[config.mk]
export PLATFORM = sky130hd
export DESIGN_NAME = tdm_demux4_flat
export DESIGN_NICKNAME = d
export VERILOG_FILES = /design/src/rtl/tdm_demux4_if.sv /design/src/rtl/tdm_demux4.sv /design/src/flat_wrapper.sv
export SDC_FILE = /design/constraint.sdc
export NUM_CORES = 1
export LEC_CHECK = 0
export ABC_AREA = 1
export CAP_MARGIN = 20
export CORE_MARGIN = 2
export CORE_UTILIZATION = 40
export CTS_BUF_LIST = sky130_fd_sc_hd__clkbuf_4 sky130_fd_sc_hd__clkbuf_8
export DETAILED_ROUTE_END_ITERATION = 7
export PLACE_DENSITY = 0.67
export SYNTH_ARGS = -nofsm -noshare
export SYNTH_HDL_FRONTEND = slang
export SYNTH_SLANG_ARGS = --single-unit
[constraint.sdc]
create_clock -name clk -period 1.21 [get_ports clk]
set_input_delay 0.363 -clock clk [delete_from_list [all_inputs] [get_ports clk]]
set_output_delay 0.363 -clock clk [all_outputs]
set_load 0.03 [all_outputs]
[src/rtl/tdm_demux4_if.sv]
// tdm_demux4_if: TDM sample stream in, reassembled lanes and framing status out.
// TDM_DEMUX_ERRCNT_EN adds the err_count signal to the bundle.
interface tdm_demux4_if #(parameter int WIDTH = 1);
  logic [WIDTH-1:0] in_data;
  logic             in_valid;
  logic             in_sync;
  logic [WIDTH-1:0] a;
  logic [WIDTH-1:0] b;
  logic [WIDTH-1:0] c;
  logic [WIDTH-1:0] d;
  logic             out_valid;
  logic [1:0]       sel;
  logic             locked;
  logic             frame_err;
`ifdef TDM_DEMUX_ERRCNT_EN
  logic [7:0]       err_count;
  modport master (output in_data, in_valid, in_sync,
                  input  a, b, c, d, out_valid, sel, locked, frame_err, err_count);
  modport slave  (input  in_data, in_valid, in_sync,
                  output a, b, c, d, out_valid, sel, locked, frame_err, err_count);
`else
  modport master (output in_data, in_valid, in_sync,
                  input  a, b, c, d, out_valid, sel, locked, frame_err);
  modport slave  (input  in_data, in_valid, in_sync,
                  output a, b, c, d, out_valid, sel, locked, frame_err);
`endif
endinterface

[src/rtl/tdm_demux4.sv]
// tdm_demux4: reassembles a 4-lane TDM stream (a->b->c->d) into registered lanes with framing checks.
// TDM_DEMUX_ERRCNT_EN adds an 8-bit saturating frame error counter.
module tdm_demux4 #(
  parameter int WIDTH = 1
) (
  input logic         clk,
  input logic         rst,
  tdm_demux4_if.slave bus
);
  localparam logic HUNT    = 1'b0;
  localparam logic COLLECT = 1'b1;
  logic             state_q, state_d;
  logic [1:0]       sel_q, sel_d;
  logic [WIDTH-1:0] sh0_q, sh0_d, sh1_q, sh1_d, sh2_q, sh2_d;
  logic [WIDTH-1:0] a_q, a_d, b_q, b_d, c_q, c_d, d_q, d_d;
  logic             out_valid_q, out_valid_d, frame_err_q, frame_err_d;
  logic             step, take0, err, done;
  always_comb begin
    step        = bus.in_valid && state_q == COLLECT;
    take0       = bus.in_valid && bus.in_sync;
    // sync anywhere but lane 0 is premature; no sync at lane 0 means alignment is lost
    err         = step && (bus.in_sync ? sel_q != 2'd0 : sel_q == 2'd0);
    done        = step && !bus.in_sync && sel_q == 2'd3;
    state_d     = take0 ? COLLECT : err ? HUNT : state_q;
    sel_d       = take0 ? 2'd1 : (step && sel_q != 2'd0) ? sel_q + 2'd1 : sel_q;
    sh0_d       = take0 ? bus.in_data : sh0_q;
    sh1_d       = (step && !bus.in_sync && sel_q == 2'd1) ? bus.in_data : sh1_q;
    sh2_d       = (step && !bus.in_sync && sel_q == 2'd2) ? bus.in_data : sh2_q;
    a_d         = done ? sh0_q : a_q;
    b_d         = done ? sh1_q : b_q;
    c_d         = done ? sh2_q : c_q;
    d_d         = done ? bus.in_data : d_q;
    out_valid_d = done;
    frame_err_d = err;
  end
  always_ff @(posedge clk or posedge rst) begin
    if (rst) begin
      state_q     <= HUNT;
      sel_q       <= '0;
      sh0_q       <= '0;
      sh1_q       <= '0;
      sh2_q       <= '0;
      a_q         <= '0;
      b_q         <= '0;
      c_q         <= '0;
      d_q         <= '0;
      out_valid_q <= 1'b0;
      frame_err_q <= 1'b0;
    end else begin
      state_q     <= state_d;
      sel_q       <= sel_d;
      sh0_q       <= sh0_d;
      sh1_q       <= sh1_d;
      sh2_q       <= sh2_d;
      a_q         <= a_d;
      b_q         <= b_d;
      c_q         <= c_d;
      d_q         <= d_d;
      out_valid_q <= out_valid_d;
      frame_err_q <= frame_err_d;
    end
  end
  assign bus.a         = a_q;
  assign bus.b         = b_q;
  assign bus.c         = c_q;
  assign bus.d         = d_q;
  assign bus.out_valid = out_valid_q;
  assign bus.frame_err = frame_err_q;
  assign bus.sel       = sel_q;
  assign bus.locked    = state_q == COLLECT;
`ifdef TDM_DEMUX_ERRCNT_EN
  logic [7:0] err_count_q, err_count_d;
  always_comb err_count_d = (err && err_count_q != 8'hFF) ? err_count_q + 8'd1 : err_count_q;
  always_ff @(posedge clk or posedge rst) begin
    if (rst) err_count_q <= '0;
    else     err_count_q <= err_count_d;
  end
  assign bus.err_count = err_count_q;
`endif
endmodule
[src/flat_wrapper.sv]
// flat-port wrapper written by rule: the top's interface ports become plain ports
module tdm_demux4_flat 
#(
  parameter int WIDTH = 1
)
  (clk, rst, bus_in_data, bus_in_valid, bus_in_sync, bus_a, bus_b, bus_c, bus_d, bus_out_valid, bus_sel, bus_locked, bus_frame_err);
  tdm_demux4_if #(.WIDTH(WIDTH)) bus_i ();
  input logic clk;
  input logic rst;
  input wire logic [$bits(bus_i.in_data)-1:0] bus_in_data;
  input wire logic [$bits(bus_i.in_valid)-1:0] bus_in_valid;
  input wire logic [$bits(bus_i.in_sync)-1:0] bus_in_sync;
  output wire logic [$bits(bus_i.a)-1:0] bus_a;
  output wire logic [$bits(bus_i.b)-1:0] bus_b;
  output wire logic [$bits(bus_i.c)-1:0] bus_c;
  output wire logic [$bits(bus_i.d)-1:0] bus_d;
  output wire logic [$bits(bus_i.out_valid)-1:0] bus_out_valid;
  output wire logic [$bits(bus_i.sel)-1:0] bus_sel;
  output wire logic [$bits(bus_i.locked)-1:0] bus_locked;
  output wire logic [$bits(bus_i.frame_err)-1:0] bus_frame_err;
  assign bus_i.in_data = bus_in_data;
  assign bus_i.in_valid = bus_in_valid;
  assign bus_i.in_sync = bus_in_sync;
  assign bus_a = bus_i.a;
  assign bus_b = bus_i.b;
  assign bus_c = bus_i.c;
  assign bus_d = bus_i.d;
  assign bus_out_valid = bus_i.out_valid;
  assign bus_sel = bus_i.sel;
  assign bus_locked = bus_i.locked;
  assign bus_frame_err = bus_i.frame_err;
  tdm_demux4 #(.WIDTH(WIDTH)) u_core (.clk(clk), .rst(rst), .bus(bus_i));
endmodule
==> results of run 1 <==
[power breakdown]
part	internal, mW	total [mW]	switching (mW)
clock	0.183	0.317	0.134
combinational	0.441	0.961	0.519
sequential	0.546	0.648	0.102
total	1.17	1.93	0.755
[stage by stage]
stage	worst slack, ns	total power [mW]	instance area (sq um)	instances	TNS, ns
global placement	-0.240	1.44	726	95	-2.29
finish	-0.0111	1.93	832	105	-0.0142
CTS	-0.0191	1.85	792	102	-0.0307
detailed placement	-0.272	1.45	726	95	-2.57
floorplan	0.0445	1.16	564	64	0
global route	-0.0494	2.08	832	105	-0.350
[metal layers]
| layer | vias up | wire length [um] |
|---|---|---|
| met3 | 4 | 64 |
| met2 | 14 | 503 |
| met4 | 0 | 31 |
| li1 | 249 | - |
| met5 | - | 0 |
| met1 | 231 | 462 |
[layout make-up]
class,instances,share of cell area
Sequential cell,12,0.364
Timing Repair Buffer,22,0.253
Tap cell,15,0.0226
Inverter,8,0.0361
Multi-Input combinational cell,44,0.281
Clock buffer,4,0.0436
[worst max path at each step]
stage	from	to	slack (ns)	depth (start not counted)
after floorplan	u_core.bus.sel[0]	u_core.bus.locked	0.04	7
after global placement	bus_in_valid	u_core.bus.c	-0.24	6
after detailed placement	bus_in_valid	u_core.bus.c	-0.27	6
final	u_core.bus.sel[1]	bus_sel[1]	-0.01	1
after global routing	u_core.bus.sel[1]	u_core.bus.locked	-0.05	7
after CTS	u_core.bus.sel[1]	bus_sel[1]	-0.02	1
[cells by family (layout without fill, tap and decap cells)]
family / Yosys count / in the layout / share of synthesized area
adder cells (fa/ha/maj): 4 / 4 / 0.0891
AND/OR/NAND/NOR: 40 / 40 / 0.323
buffers and inverters: 8 / 34 / 0.0535
flip-flops: 12 / 12 / 0.535
[placed cells by master, fill, tap and decap left out, drive strengths merged]
| cell type | Yosys | routed |
|---|---|---|
| nand2 | 27 | 27 |
| ha | 4 | 4 |
| nor2 | 2 | 2 |
| inv | 8 | 8 |
| clkbuf | 0 | 4 |
| clkdlybuf4s50 | 0 | 4 |
| dfrtp | 12 | 12 |
| nand3 | 11 | 11 |
| buf | 0 | 18 |
[timing repair]
action                     in CTS  in global routing
resized for setup               2                  5
buffers inserted                3                  3
cloned                          0                  0
pin swaps                       0                  1
setup endpoints to repair       3                 15
==> metrics.md, run 1 <==
| Metric | Value |
|---|---|
| Cell Pwr Density | 2310 mW/mm^2 |
| Initial drt markers | 1 |
| Post-synth top area share | 0.535 |
| Critical R2R Launch | u_core.bus.sel[0] |
| GRT Total Usage | 0.143 |
| FFs w/ async S/R, synth | 1.00 |
| Final Slew Violations | 0 |
| Drt pass-1 iters | 2 |
| EDFF count, synth | 0 |
| Core Util, Final | 0.639 |
| Crit path time final | 1.22 ns |
| Final hold slack | 0.390 ns |
| Routed via count | 498 |
| TritonCTS buffer count | 3 |
| Number of synthesized register bits | 12 |
| Via density | 4.74 |
| Unrepaired setup endpoints after global routing | true |
| Initial core utilization | 0.432 |
| Port Buffers | 13 |
| Clk_lat worst skew | 0.27 ns |
| # nets final | 100 |
| Status | complete, but fails checks |
| Total grt overflow | 0 |
| Syn Area/Cell | 8.78 sq um |
| Met2 global-route usage | 0.219 |
| Max Fclk | 819 MHz |
| CTS tree | yes |
| Area added between synthesis and finish | 48.1% |
| Setup ws final | -0.0111 ns |
| ANT cells | 0 |
| Yosys cell types | 9 |
| Fin crit share | 1.01 |
| Max Buffers Root-to-Sink | 2 |
| Worst setup SP type | register |
| Worst hold path type | input port to asynchronous set/reset pin |
| CTS H-tree lvls | 1 |
| Post-synthesis sequential area ratio | 0.535 |
| Routed Antenna Nets | 0 |
| Cell count after synthesis | 64 |
| RR Endpoint | u_core.bus.c |
| Vias in the first global route | 478 |
| Most frequent cells after synthesis | nand2_1, dfrtp_1, nand3_1 |
| Share of cells above drive strength 1 | 0.311 |
| Die W | 41.5 um |
| CP Buf/Inv Count | 1 |
| R2R setup slack | 0.10 ns |
| Final setup violation count | 2 |
| GRT met1 Usage | 0.181 |
| WL/cell | 10.1 um |
| Multi-input gate area | 234 sq um |
| Max reg flops | 2 |
| YS warnings | 0 |
| Largest net degree at the start of global routing | 13 |
| Final RePlAce weighted congestion | 0.720 |
| CTS clk-pin slew, worst paths | 0.07 ns |
| Peak VDD IR | 1150 uV |
| Max Cap Viol | 0 |
| Routing usage on met3 | 0.0304 |
| FF+latch area | 303 sq um |
| Crit Path Max Fanout | 4 |
| Cell Rows | 13 |
| Count leader, synth | nand2_1 |
| Clock skew | 0.00309 ns |
| Die footprint | 0.00172 sq mm |
| Initial antenna violation count | 0 |
| CP Cell Sequence | buf_6 |
| Pleak | 0.480 nW |
| Core footprint | 0.00130 sq mm |
| Slew @ Worst Pin | 0.241 ns |
| Crit. End Element | output port |
| Worst path required time | 0.85 ns |
| Primary FF master, synth | dfrtp_1 |
| Die Ht | 41.5 um |
| Clock Sinks | 12 |
| Crit path arrival time | 0.86 ns |
| Fillers | 121 |
| First-pass GRT wire length | 1900 um |
| Post-DP HPWL | 762 um |
| DR DRC count | 0 |
| Final Hold Viols | 0 |
| Crit-path leading delay family | flip-flops |
| CTS Hold Bufs | 0 |
| Netlist Area Pre-Place | 562 sq um |
| Crit-path slowest cell | dfrtp_2 |
| Drt total wl | 1060 um |
| CP Class | register to output port |
| Mapped Nets | 73 |
| Synth area leaders | dfrtp_1, nand2_1, nand3_1, ha_1, inv_1 |
| Failing checks | setup timing |
| Slew margin rel. | 0.839 |
| CP max stage delay | 0.44 ns |
| Root Buffer | clkbuf_4 |
| GR peak layer | met2 |
| Ports | 14 |
| Area leader, netlist | dfrtp_1 |
| FF-to-FF path depth | 4 |
Note: power is estimated with default switching activity, not from simulation.
==> run 2, diff against run 1 <==
CORE_MARGIN = unset   (was 2)
==> run 2 against run 1 <==
- the run still ends with setup timing left
- critical path type unchanged
- critical path depth unchanged
- fmax up 0.54%
- core utilization down 1.3 points
- non-clock buffer count down 2
- combinational power down 2.4%
- largest cell class unchanged
- count of clock-buffer cells in the layout unchanged
- total power down 3.8%
- sequential power down 1%
==> metrics.md, run 2 (synthesis gave the netlist of run 1 again) <==
| Metric | Value |
|---|---|
| Multi-input gate area | 240 sq um |
| TritonCTS buffer count | 3 |
| Sw Ratio | 0.402 |
| Crit Path Max Fanout | 4 |
| Routed via count | 484 |
| Max Fclk | 823 MHz |
| Final Slew Violations | 0 |
| ANT cells | 0 |
| Most common cell after layout, fill and taps aside | nand2_1 |
| Peak VDD IR | 1090 uV |
| Design area | 815 sq um |
| Pint | 1.11 mW |
| CTS Hold Bufs | 0 |
| Port Buffers | 13 |
| CP Class | register to output port |
| CP Cell Sequence | buf_6 |
| Share of cells above drive strength 1 | 0.303 |
| Fillers | 120 |
| Crit path arrival time | 0.85 ns |
| Via density | 4.65 |
| Largest net degree at the start of global routing | 13 |
| CTS tree | yes |
| Die footprint | 0.00156 sq mm |
| Drt pass-1 iters | 4 |
| Total grt overflow | 0 |
| Initial antenna violation count | 0 |
| Die W | 39.5 um |
| CTS H-tree lvls | 1 |
| Status | complete, but fails checks |
| Clock Sinks | 12 |
| Worst hold path type | input port to asynchronous set/reset pin |
| Worst path required time | 0.85 ns |
| Crit path time final | 1.21 ns |
| CTS clk-pin slew, worst paths | 0.07 ns |
| Root Buffer | clkbuf_4 |
| Logic pwr share | 0.507 |
| Area added between synthesis and finish | 45.0% |
| Core footprint | 0.00130 sq mm |
| Routed Antenna Nets | 0 |
| Placement Cell Area | 726 sq um |
| Crit. End Element | output port |
| Final setup violation count | 1 |
| GRT Total Usage | 0.154 |
| Vias in the first global route | 390 |
| CP max stage delay | 0.43 ns |
| Die Ht | 39.5 um |
| Final RePlAce weighted congestion | 0.697 |
| Max Cap Viol | 0 |
| DR DRC count | 0 |
| WL/cell | 9.57 um |
| Cell Rows | 13 |
| Drt total wl | 995 um |
| Worst setup SP type | register |
| # nets final | 99 |
| Crit-path leading delay family | flip-flops |
| Initial core utilization | 0.432 |
| FF+latch area | 303 sq um |
| Ports | 14 |
| Cell Pwr Density | 2270 mW/mm^2 |
| Flop pwr share | 0.345 |
| Setup ws final | -0.00460 ns |
| Crit-path slowest cell | dfrtp_2 |
| Max Buffers Root-to-Sink | 2 |
| Fin crit share | 1.00 |
| Commonest non-fill, non-tap cells in the layout | nand2_1, nand3_1, buf_4 |
| Clock power share | 0.148 |
| Setup TNS Final | -0.00460 ns |
| Final Hold Viols | 0 |
| Unrepaired setup endpoints after global routing | true |
| Slew margin rel. | 0.806 |
| Clk_lat worst skew | 0.27 ns |
| Max reg flops | 2 |
| Slew @ Worst Pin | 0.291 ns |
| Failing checks | setup timing |
| Pleak | 0.485 nW |
| FF-to-FF path depth | 7 |
| Clock skew | 0.00742 ns |
| CP Buf/Inv Count | 1 |
| Number of stages on the worst setup path | 1 |
| Initial drt markers | 13 |
| Switching pwr | 0.745 mW |
| First-pass GRT wire length | 1550 um |
| Post-DP HPWL | 750 um |
run 2: cell types whose count changed in the layout (fill, tap and decap cells not counted):
cell             before  now
clkdlybuf4s50_1       4    2
nor2_2                0    1
clkbuf_4              3    4
buf_6                 6    4
clkbuf_8              1    0
dlymetal6s2s_1        0    2
run 2: final cells by class:
cell class                 count  share of cell area
clock buffer                   4              0.0369
inverter                       8              0.0369
multi-input combinational     45               0.295
sequential                    12               0.372
tap                           15              0.0230
timing repair buffer          20               0.237
run 2: per-layer routing:
| metal | up-vias | GRT usage | share of wire |
|---|---|---|---|
| met5 | - | 0 | 0 |
| met4 | 0 | 0.103 | 0.022 |
| met3 | 5 | 0.0341 | 0.056 |
| met2 | 17 | 0.234 | 0.43 |
| met1 | 214 | 0.190 | 0.49 |
| li1 | 248 | - | - |
run 2: path summary, 6_finish.rpt:
check | from | to | slack, ns
min in group clk | u_core.bus.d | u_core.bus.d | 0.48
max in group asynchronous | rst | u_core.bus.sel[1] | 0.71
setup reg to reg | u_core.bus.sel[0] | u_core.bus.locked | 0.06
hold / removal | rst | u_core.bus.c | 0.39
setup / recovery | u_core.bus.sel[0] | bus_sel[0] | -0.005
hold reg to reg | u_core.bus.d | u_core.bus.d | 0.48
run 2: timing repair:
action / in CTS / in global routing
pin swaps: 0 / 3
gates cloned: 0 / 1
resized for setup: 2 / 5
setup buffers: 2 / 2
endpoints found under the setup margin: 3 / 12
run 2: power by group through the flow:
stage	combinational (mW)	sequential [mW]	clock (mW)
after floorplan	0.304	0.851	0
after global placement	0.771	0.662	0
after detailed placement	0.795	0.661	0
after CTS	0.876	0.644	0.284
after global routing	1.04	0.650	0.308
final	0.938	0.639	0.274
run 2: per-stage QoR:
stage | total power [mW] | instances | hold WS [ns] | worst slack (ns) | util
final | 1.85 | 104 | 0.387 | -0.00460 | 0.626
after global routing | 1.99 | 104 | 0.407 | -0.0366 | 0.626
after CTS | 1.80 | 101 | 0.386 | -0.0301 | 0.598
after detailed placement | 1.46 | 95 | 0.464 | -0.269 | 0.558
after global placement | 1.43 | 95 | 0.465 | -0.237 | 0.558
after floorplan | 1.16 | 64 | 0.228 | 0.0445 | -
==> run 3, diff against run 2 <==
CTS_CLUSTER_SIZE = 24   (was unset)
==> results of run 3 <==
No change in the layout: final DEF, timing and power equal those of run 2.
